[src/rtl/ram_rd_stream.sv]
// ram_rd_stream: reads a burst of consecutive RAM words and presents them
// on a valid/ready stream through a small first-word-fall-through FIFO.
// Requests are throttled so that words already in the FIFO plus reads still
// in the two-cycle RAM pipeline never exceed FIFO_DEPTH. This means a stalled
// consumer can never cause an overflow.
//
// Ports:
//   clk, rst_n          clock (rising edge), synchronous active-low reset
//   cfg_start           one-cycle burst request, honoured only while idle
//   cfg_base_addr       first RAM address of the burst
//   cfg_len             number of words, 0..2^ADDR_WIDTH
//   busy, done          burst in progress / one-cycle completion pulse
//   ram_read_req/addr   RAM read port; ram_read_data returns 2 cycles later
//   m_valid/ready/data  output stream, m_last marks the final burst word

module ram_rd_stream #(
  parameter int DATA_WIDTH = 10,
  parameter int ADDR_WIDTH = 12,
  parameter int FIFO_DEPTH = 4
) (
  input  logic                  clk,
  input  logic                  rst_n,
  input  logic                  cfg_start,
  input  logic [ADDR_WIDTH-1:0] cfg_base_addr,
  input  logic [ADDR_WIDTH:0]   cfg_len,
  output logic                  busy,
  output logic                  done,
  output logic                  ram_read_req,
  output logic [ADDR_WIDTH-1:0] ram_read_addr,
  input  logic [DATA_WIDTH-1:0] ram_read_data,
  output logic                  m_valid,
  input  logic                  m_ready,
  output logic [DATA_WIDTH-1:0] m_data,
  output logic                  m_last
);

  localparam int LEN_W = ADDR_WIDTH + 1;
  localparam int PTR_W = (FIFO_DEPTH > 1) ? $clog2(FIFO_DEPTH) : 1;
  localparam int CNT_W = $clog2(FIFO_DEPTH + 1);
  localparam int OCC_W = CNT_W + 2;

  typedef enum logic [1:0] {
    IDLE   = 2'd0,
    RUN    = 2'd1,
    DRAIN  = 2'd2,
    FINISH = 2'd3
  } state_t;

  state_t                state, state_nxt;
  logic [ADDR_WIDTH-1:0] base;
  logic [LEN_W-1:0]      len, issued, remaining;
  logic [1:0]            vld_pipe, last_pipe;
  logic [1:0]            inflight;
  logic [OCC_W-1:0]      occupancy;
  logic                  issue, issue_last, push, pop;

  logic [DATA_WIDTH:0]   fifo_mem [FIFO_DEPTH];
  logic [DATA_WIDTH:0]   head;
  logic [PTR_W-1:0]      wr_ptr, rd_ptr;
  logic [CNT_W-1:0]      fifo_count;

  // Pointer advance with wrap, valid for non power-of-two depths too.
  function automatic logic [PTR_W-1:0] ptr_inc(input logic [PTR_W-1:0] p);
    return (p == PTR_W'(FIFO_DEPTH - 1)) ? {PTR_W{1'b0}} : p + PTR_W'(1);
  endfunction

  assign remaining  = len - issued;
  assign inflight   = {1'b0, vld_pipe[0]} + {1'b0, vld_pipe[1]};
  assign occupancy  = OCC_W'(fifo_count) + OCC_W'(inflight);
  // No credit for a same-cycle pop: the request decision uses registered state only.
  assign issue      = (state == RUN) && (remaining != {LEN_W{1'b0}}) &&
                      (occupancy < OCC_W'(FIFO_DEPTH));
  assign issue_last = issue && (remaining == LEN_W'(1));
  assign push       = vld_pipe[1];
  assign pop        = m_valid && m_ready;
  assign head       = fifo_mem[rd_ptr];

  // Burst state register.
  always_ff @(posedge clk) begin
    if (!rst_n) begin
      state <= IDLE;
    end else begin
      state <= state_nxt;
    end
  end

  // Next-state decode.
  always_comb begin
    state_nxt = state;
    case (state)
      IDLE: begin
        if (cfg_start) begin
          state_nxt = (cfg_len != {LEN_W{1'b0}}) ? RUN : FINISH;
        end else begin
          state_nxt = IDLE;
        end
      end
      RUN: begin
        if (issue_last) begin
          state_nxt = DRAIN;
        end else begin
          state_nxt = RUN;
        end
      end
      DRAIN: begin
        if (pop && m_last) begin
          state_nxt = FINISH;
        end else begin
          state_nxt = DRAIN;
        end
      end
      FINISH:  state_nxt = IDLE;
      default: state_nxt = IDLE;
    endcase
  end

  // Status, RAM port and stream head outputs, all decoded from registers.
  always_comb begin
    busy          = (state == RUN) || (state == DRAIN);
    done          = (state == FINISH);
    ram_read_req  = issue;
    ram_read_addr = base + issued[ADDR_WIDTH-1:0];
    m_valid       = (fifo_count != {CNT_W{1'b0}});
    // An empty FIFO shows zeros so stale entries never leak after reset.
    if (m_valid) begin
      m_data = head[DATA_WIDTH-1:0];
      m_last = head[DATA_WIDTH];
    end else begin
      m_data = {DATA_WIDTH{1'b0}};
      m_last = 1'b0;
    end
  end

  // Burst parameters and issued-word counter.
  always_ff @(posedge clk) begin
    if (!rst_n) begin
      base   <= {ADDR_WIDTH{1'b0}};
      len    <= {LEN_W{1'b0}};
      issued <= {LEN_W{1'b0}};
    end else if ((state == IDLE) && cfg_start) begin
      base   <= cfg_base_addr;
      len    <= cfg_len;
      issued <= {LEN_W{1'b0}};
    end else if (issue) begin
      issued <= issued + LEN_W'(1);
    end
  end

  // Two-stage valid/last pipeline aligned with the RAM read latency.
  always_ff @(posedge clk) begin
    if (!rst_n) begin
      vld_pipe  <= 2'b00;
      last_pipe <= 2'b00;
    end else begin
      vld_pipe  <= {vld_pipe[0], issue};
      last_pipe <= {last_pipe[0], issue_last};
    end
  end

  // FIFO storage; contents need no reset because the count gates visibility.
  always_ff @(posedge clk) begin
    if (push) begin
      fifo_mem[wr_ptr] <= {last_pipe[1], ram_read_data};
    end
  end

  // FIFO pointers and occupancy count.
  always_ff @(posedge clk) begin
    if (!rst_n) begin
      wr_ptr     <= {PTR_W{1'b0}};
      rd_ptr     <= {PTR_W{1'b0}};
      fifo_count <= {CNT_W{1'b0}};
    end else begin
      if (push) begin
        wr_ptr <= ptr_inc(wr_ptr);
      end
      if (pop) begin
        rd_ptr <= ptr_inc(rd_ptr);
      end
      case ({push, pop})
        2'b10:   fifo_count <= fifo_count + CNT_W'(1);
        2'b01:   fifo_count <= fifo_count - CNT_W'(1);
        default: fifo_count <= fifo_count;
      endcase
    end
  end

  ram_rd_stream_chk #(
    .CNT_W      (CNT_W),
    .FIFO_DEPTH (FIFO_DEPTH)
  ) u_chk (
    .clk   (clk),
    .rst_n (rst_n),
    .push  (push),
    .count (fifo_count)
  );

endmodule

// ram_rd_stream_chk: simulation checks for ram_rd_stream.
// Ports: clk, rst_n, push (FIFO write strobe), count (FIFO occupancy).
module ram_rd_stream_chk #(
  parameter int CNT_W      = 3,
  parameter int FIFO_DEPTH = 4
) (
  input logic             clk,
  input logic             rst_n,
  input logic             push,
  input logic [CNT_W-1:0] count
);

  a_no_overflow: assert property (@(posedge clk) disable iff (!rst_n)
    !(push && (count == CNT_W'(FIFO_DEPTH))))
    else $error("ram_rd_stream FIFO written while full");

endmodule

[config.mk]
export PLATFORM = sky130hd
export DESIGN_NAME = ram_rd_stream
export DESIGN_NICKNAME = d
export VERILOG_FILES = /design/src/rtl/ram_rd_stream.sv
export SDC_FILE = /design/constraint.sdc
export NUM_CORES = 1
export LEC_CHECK = 0
export ABC_AREA = 1
export CAP_MARGIN = 5
export CELL_PAD_IN_SITES_DETAIL_PLACEMENT = 1
export CELL_PAD_IN_SITES_GLOBAL_PLACEMENT = 2
export CORE_MARGIN = 2
export CORE_UTILIZATION = 30
export DETAILED_ROUTE_END_ITERATION = 7
export HOLD_SLACK_MARGIN = 0.03
export PLACE_DENSITY = 0.86
export SLEW_MARGIN = 25
export SYNTH_ARGS = -nofsm -noshare
export SYNTH_HDL_FRONTEND = slang
export SYNTH_SLANG_ARGS = --single-unit
export TNS_END_PERCENT = 30
[constraint.sdc]
create_clock -name clk -period 2.4 [get_ports clk]
set_input_delay 0.48 -clock clk [delete_from_list [all_inputs] [get_ports clk]]
set_output_delay 0.48 -clock clk [all_outputs]
set_load 0.02 [all_outputs]
* Word level (Yosys, flattened, before mapping)
Memory sizes are Yosys's and may differ from the RTL's. A register that Yosys moved wholly into a read port is not among the register bits.
Index checks and enable logic that the tools add are counted.
** Storage, ports and cells
- Word-level logic and storage cells :: 56
- RAM bits :: 44
- Flip-flop bits (word level) :: 51
- Memories kept :: 1
** Cells by class
- Muxes and demuxes :: 14
- Reductions and logical operators :: 13
- Bitwise logic cells :: 1
- Magnitude comparators :: 1
- Add/subtract/negate cells :: 9
- Eq/ne operators :: 8
** Memory list
- fifo_mem :: words 4, width 11, rd ports 1, clocked after Yosys merged registers in 1, write ports 1, RTL line 57 : logic [DATA_WIDTH:0] fifo_mem [FIFO_DEPTH];
** Operator list (count)
- $reduce_bool A13 Y1 :: 2
- $mux W2 :: 7
- $add A13 B1 Y13 const B :: 1
- $eq A13 B1 Y1 const B :: 1
- $sub A13 B13 Y13 :: 1
- $add A12 B12 Y12 :: 1
- $eq A2 B2 Y1 const B :: 5
- $mux W10 :: 1
- $pmux W2 S4 :: 1
- $logic_and A1 B1 Y1 :: 6
- $pmux W3 S2 :: 1
- $add A2 B1 Y2 const B :: 2
- $add A3 B2 Y4 :: 1
- $eq A2 B1 Y1 const B :: 2
- $lt A4 B3 Y1 const B :: 1
- $mux W1 :: 4
- $add A3 B1 Y3 const B :: 1
- $reduce_bool A3 Y1 :: 1
- $sub A3 B1 Y3 const B :: 1
- $add A1 B1 Y2 :: 1
- $logic_not A2 Y1 :: 1
- $reduce_bool A2 Y1 :: 1
- $reduce_or A2 Y1 :: 1
- $logic_or A1 B1 Y1 :: 1
- $not A1 Y1 :: 1

* Depth between registers and ports, before layout
- Depth in word-level cells :: 7
- Depth in mapped cells :: 19

* Least setup slack after synthesis
Ideal clock, no wire load.
- Path type :: register -> output
- Start point :: register issued[0]
- End point :: output ram_read_addr[10]
- Path slack :: -184 ps
- Stages on the path, launching flop included :: 10
- Data arrival time :: 2104 ps
- Path through :: dfxtp_1 ha_1 inv_1 fa_1 o31ai_1 a21oi_1 nor2_1 o21ai_0 nand2_1 xor2_1
** On the way
- Cells in the longest elaborated chain, start to end :: 1
** Ends and longest elaborated chain
- start, declared :: RTL line 51 : logic [LEN_W-1:0] len, issued, remaining;
- start signal, assigned :: RTL line 139 : issued <= {LEN_W{1'b0}};
- start signal, assigned :: RTL line 143 : issued <= {LEN_W{1'b0}};
- start signal, assigned :: RTL line 145 : issued <= issued + LEN_W'(1);
- $add A12 B12 Y12 :: RTL line 122 : ram_read_addr = base + issued[ADDR_WIDTH-1:0];
- end, declared :: RTL line 29 : output logic [ADDR_WIDTH-1:0] ram_read_addr,
Every way passes these cells.

* Worst setup path after layout
- Start point :: register issued[0]
- End point :: output ram_read_req
** On the way
- Cells in the longest elaborated chain, start to end :: 4
** Ends and longest elaborated chain
- $sub A13 B13 Y13 :: RTL line 67 : assign remaining = len - issued;
- $reduce_bool A13 Y1 :: RTL line 71 : assign issue = (state == RUN) && (remaining != {LEN_W{1'b0}}) &&
- $logic_and A1 B1 Y1 (2 in series) :: RTL line 71
- end, declared :: RTL line 28 : output logic ram_read_req,
Every way passes these cells.

==> flow_metrics.tcl <==
set metrics [dict create \
    post-dp-hpwl_mm 12.2 \
    ir_worst_vdd_uv 357 \
    ios 66 \
    period_minus_slack_ps 2850 \
    synth_ff_type "dfxtp_1" \
    powerDensity_mw_per_mm2 640 \
    antennaDiodeCount 0 \
    hold_violations 0 \
    hold_ws_ps 420 \
    synth_fp_nets 738 \
    core_area_mm2 0.0173 \
    drt_wl_total_mm 17.1 \
    cts_hold_buf 0 \
    leakagePower_nw 3.27 \
    synthCells 660 \
    clockRootBuffer "clkbuf_16" \
    initialDrtViolationCount 130 \
    cts.sinks 97 \
    fp.dieW_um 137 \
    fin_ws_ps -447 \
    avgSynthCellArea_um2 8.03 \
    drive_gt1_frac 0.263 \
    fin_crit_sh 1.19 \
    critical_path_class "reg2out" \
    rsz0062_at_grt "yes" \
    yosysSeqAreaShare 0.450 \
    worst-slew-pin-transition_ps 530 \
    ys_async_sr_fraction 0 \
    syn2layout_area_growth_pct 43.1 \
    routed-via-count 5012 \
    synthesis.area_mm2 0.00530 \
    antenna_found_initial 0 \
    fin_skew_ps 6.76 \
    cpPeakStageDelay_ps 370 \
    status "finished with violations" \
    critPathCaptureType "primary output" \
    drt-pass1-iter-count 4 \
    grt_pass1_vias 5392 \
    drv_cap 0 \
    row_count 48 \
    fillers 2042 \
    grt_usage 0.186 \
    critPathSlowestCell "dfxtp_4" \
    layout.nets 890 \
    path_max_fanout 3 \
    vias_per_cell 4.81 \
    mostFrequentLayoutCells "nand2_1, nor2_1, buf_4" \
    clock_path_buffers 2 \
    violations "negative setup slack" \
    drc 0 \
    path_cells "ha_4 > fa_2 > inv_4 > nand2_4 > nand2_4 > nand4_1 > nand2_1 > nand2_1 > nand2_1 > nand3_2 > nor2_4 > nand3_2 > nand2_4 > inv_4 > buf_6" \
    start_util 0.306 \
    grt_overflow_total 0 \
    detail-route-antenna-nets 0 \
    slew_viol_final 0 \
    numCtsBuffers 9 \
    synth-warning-count 0 \
    gp_congestion 0.881 \
    port_buffers 65 \
    grt_max_degree 29 \
    crit_family "simple AND/OR/NAND/NOR gates" \
    reg2reg_slack_ps 0 \
    ys_ff_latch 97 \
    synth_edf_count 44 \
    cp.required_ps 1920 \
    die_y_um 137 \
    hp-class "reg2reg" \
    critPathLaunchType "flip-flop" \
    cts.reportedPaths.clkPinSlew_ps 80 \
    avgRoutedWirePerCell_um 16.4 \
    fmax_mhz 351 \
    cts_tree "built" \
    cts-htree-levels 3 \
    worstPathArrival_ps 2370 \
    finalSetupViolCount 11 \
    ff_latch_area_mm2 0.00241 \
    clock_latency_ps 360 \
    multi_input_area_mm2 0.00293 \
    maxSlewHeadroom 0.646 \
    setup_tns_ps -2410 \
    ys_types 32 \
    dieArea_mm2 0.0187 \
    layout_commonest_cell "nand2_1" \
    grt_first_pass_wirelength_mm 26.7 \
    cp.buffers_inverters 3 \
]
## worst paths after layout
| kind | startpoint | to | cells past startpoint |
|---|---|---|---|
| min reg2reg | last_pipe[0] | last_pipe[1] | 2 |
| max | issued[0] | ram_read_req | 15 |
| max reg2reg | issued[0] | state[0] | 19 |
| min | last_pipe[0] | last_pipe[1] | 2 |
## synthesized netlist by cell type, types with 9 or more instances
library cell | n | area, um2
a21oi_2 | 9 | 78.8
ha_1 | 36 | 450
a21oi_1 | 44 | 220
nand2_1 | 119 | 447
xor2_1 | 17 | 149
nand3_1 | 23 | 115
dfxtp_1 | 53 | 1060
inv_1 | 81 | 304
o21ai_0 | 57 | 285
edfxtp_1 | 44 | 1320
nor3_1 | 14 | 70.1
nor2_1 | 109 | 409
clkbuf_1 | 15 | 56.3
## worst register-to-register path: cells and delay by family (launching register included)
family          cells  cell delay, ps
simple gates       12             980
fa+ha+maj           2             520
buf+inv             4             390
flops               1             370
compound gates      1              50
## cell type report
type / instances / share of cell area
Clock buffer: 9 / 0.0297
Sequential cell: 97 / 0.318
Tap cell: 225 / 0.0371
Inverter: 83 / 0.0418
Clock inverter: 7 / 0.00941
Timing Repair Buffer: 159 / 0.177
Multi-Input combinational cell: 462 / 0.387
## cell families (layout without fill, tap and decap cells)
family	after synthesis	in the layout	share of synthesized area
DFF	97	97	0.450
xor gates and xnor gates	23	23	0.0380
adders and majority gates	39	39	0.0964
and+or+nand+nor	283	283	0.220
buffers and inverters	101	258	0.0751
AOI/OAI and AO/OA	117	117	0.121
## registers in the layout, summed over array words and instances (netlist names), named ones only
signal / flops
issued: 13
len: 13
last_pipe: 2
fifo_mem: 44
wr_ptr: 2
vld_pipe: 2
state: 2
fifo_count: 3
rd_ptr: 2
base: 12
## routing by layer
layer / global-route usage / part of all wire / vias up
met1: 0.207 / 0.41 / 2469
li1: - / - / 2452
met4: 0.0670 / 0.021 / 0
met3: 0.0237 / 0.021 / 24
met2: 0.360 / 0.55 / 67
met5: 0 / 0 / -
## repair_timing
item / in CTS / in global routing
pin swaps: 25 / 24
setup buffers: 9 / 5
gates resized for setup: 139 / 39
setup endpoints to repair: 38 / 30
## metrics by stage
| step | setup slack [ps] | power [W] | utilization | cells | area, um2 |
|---|---|---|---|---|---|
| floorplan | -43.6 | 0.00270 | - | 660 | 5310 |
| global placement | -542 | 0.00332 | 0.392 | 1015 | 6780 |
| global route | -594 | 0.00512 | 0.438 | 1042 | 7580 |
| detailed placement | -630 | 0.00337 | 0.392 | 1015 | 6780 |
| finish | -447 | 0.00485 | 0.438 | 1042 | 7580 |
| CTS | -433 | 0.00484 | 0.428 | 1039 | 7410 |
## power by group
part | internal [W] | total, W | leakage (nW) | switching (W)
sequential | 0.00180 | 0.00187 | 0.836 | 0.0000667
clock | 0.000735 | 0.00146 | 0.144 | 0.000726
combinational | 0.000624 | 0.00152 | 2.29 | 0.000898
Power figures use the tool's default switching activity.
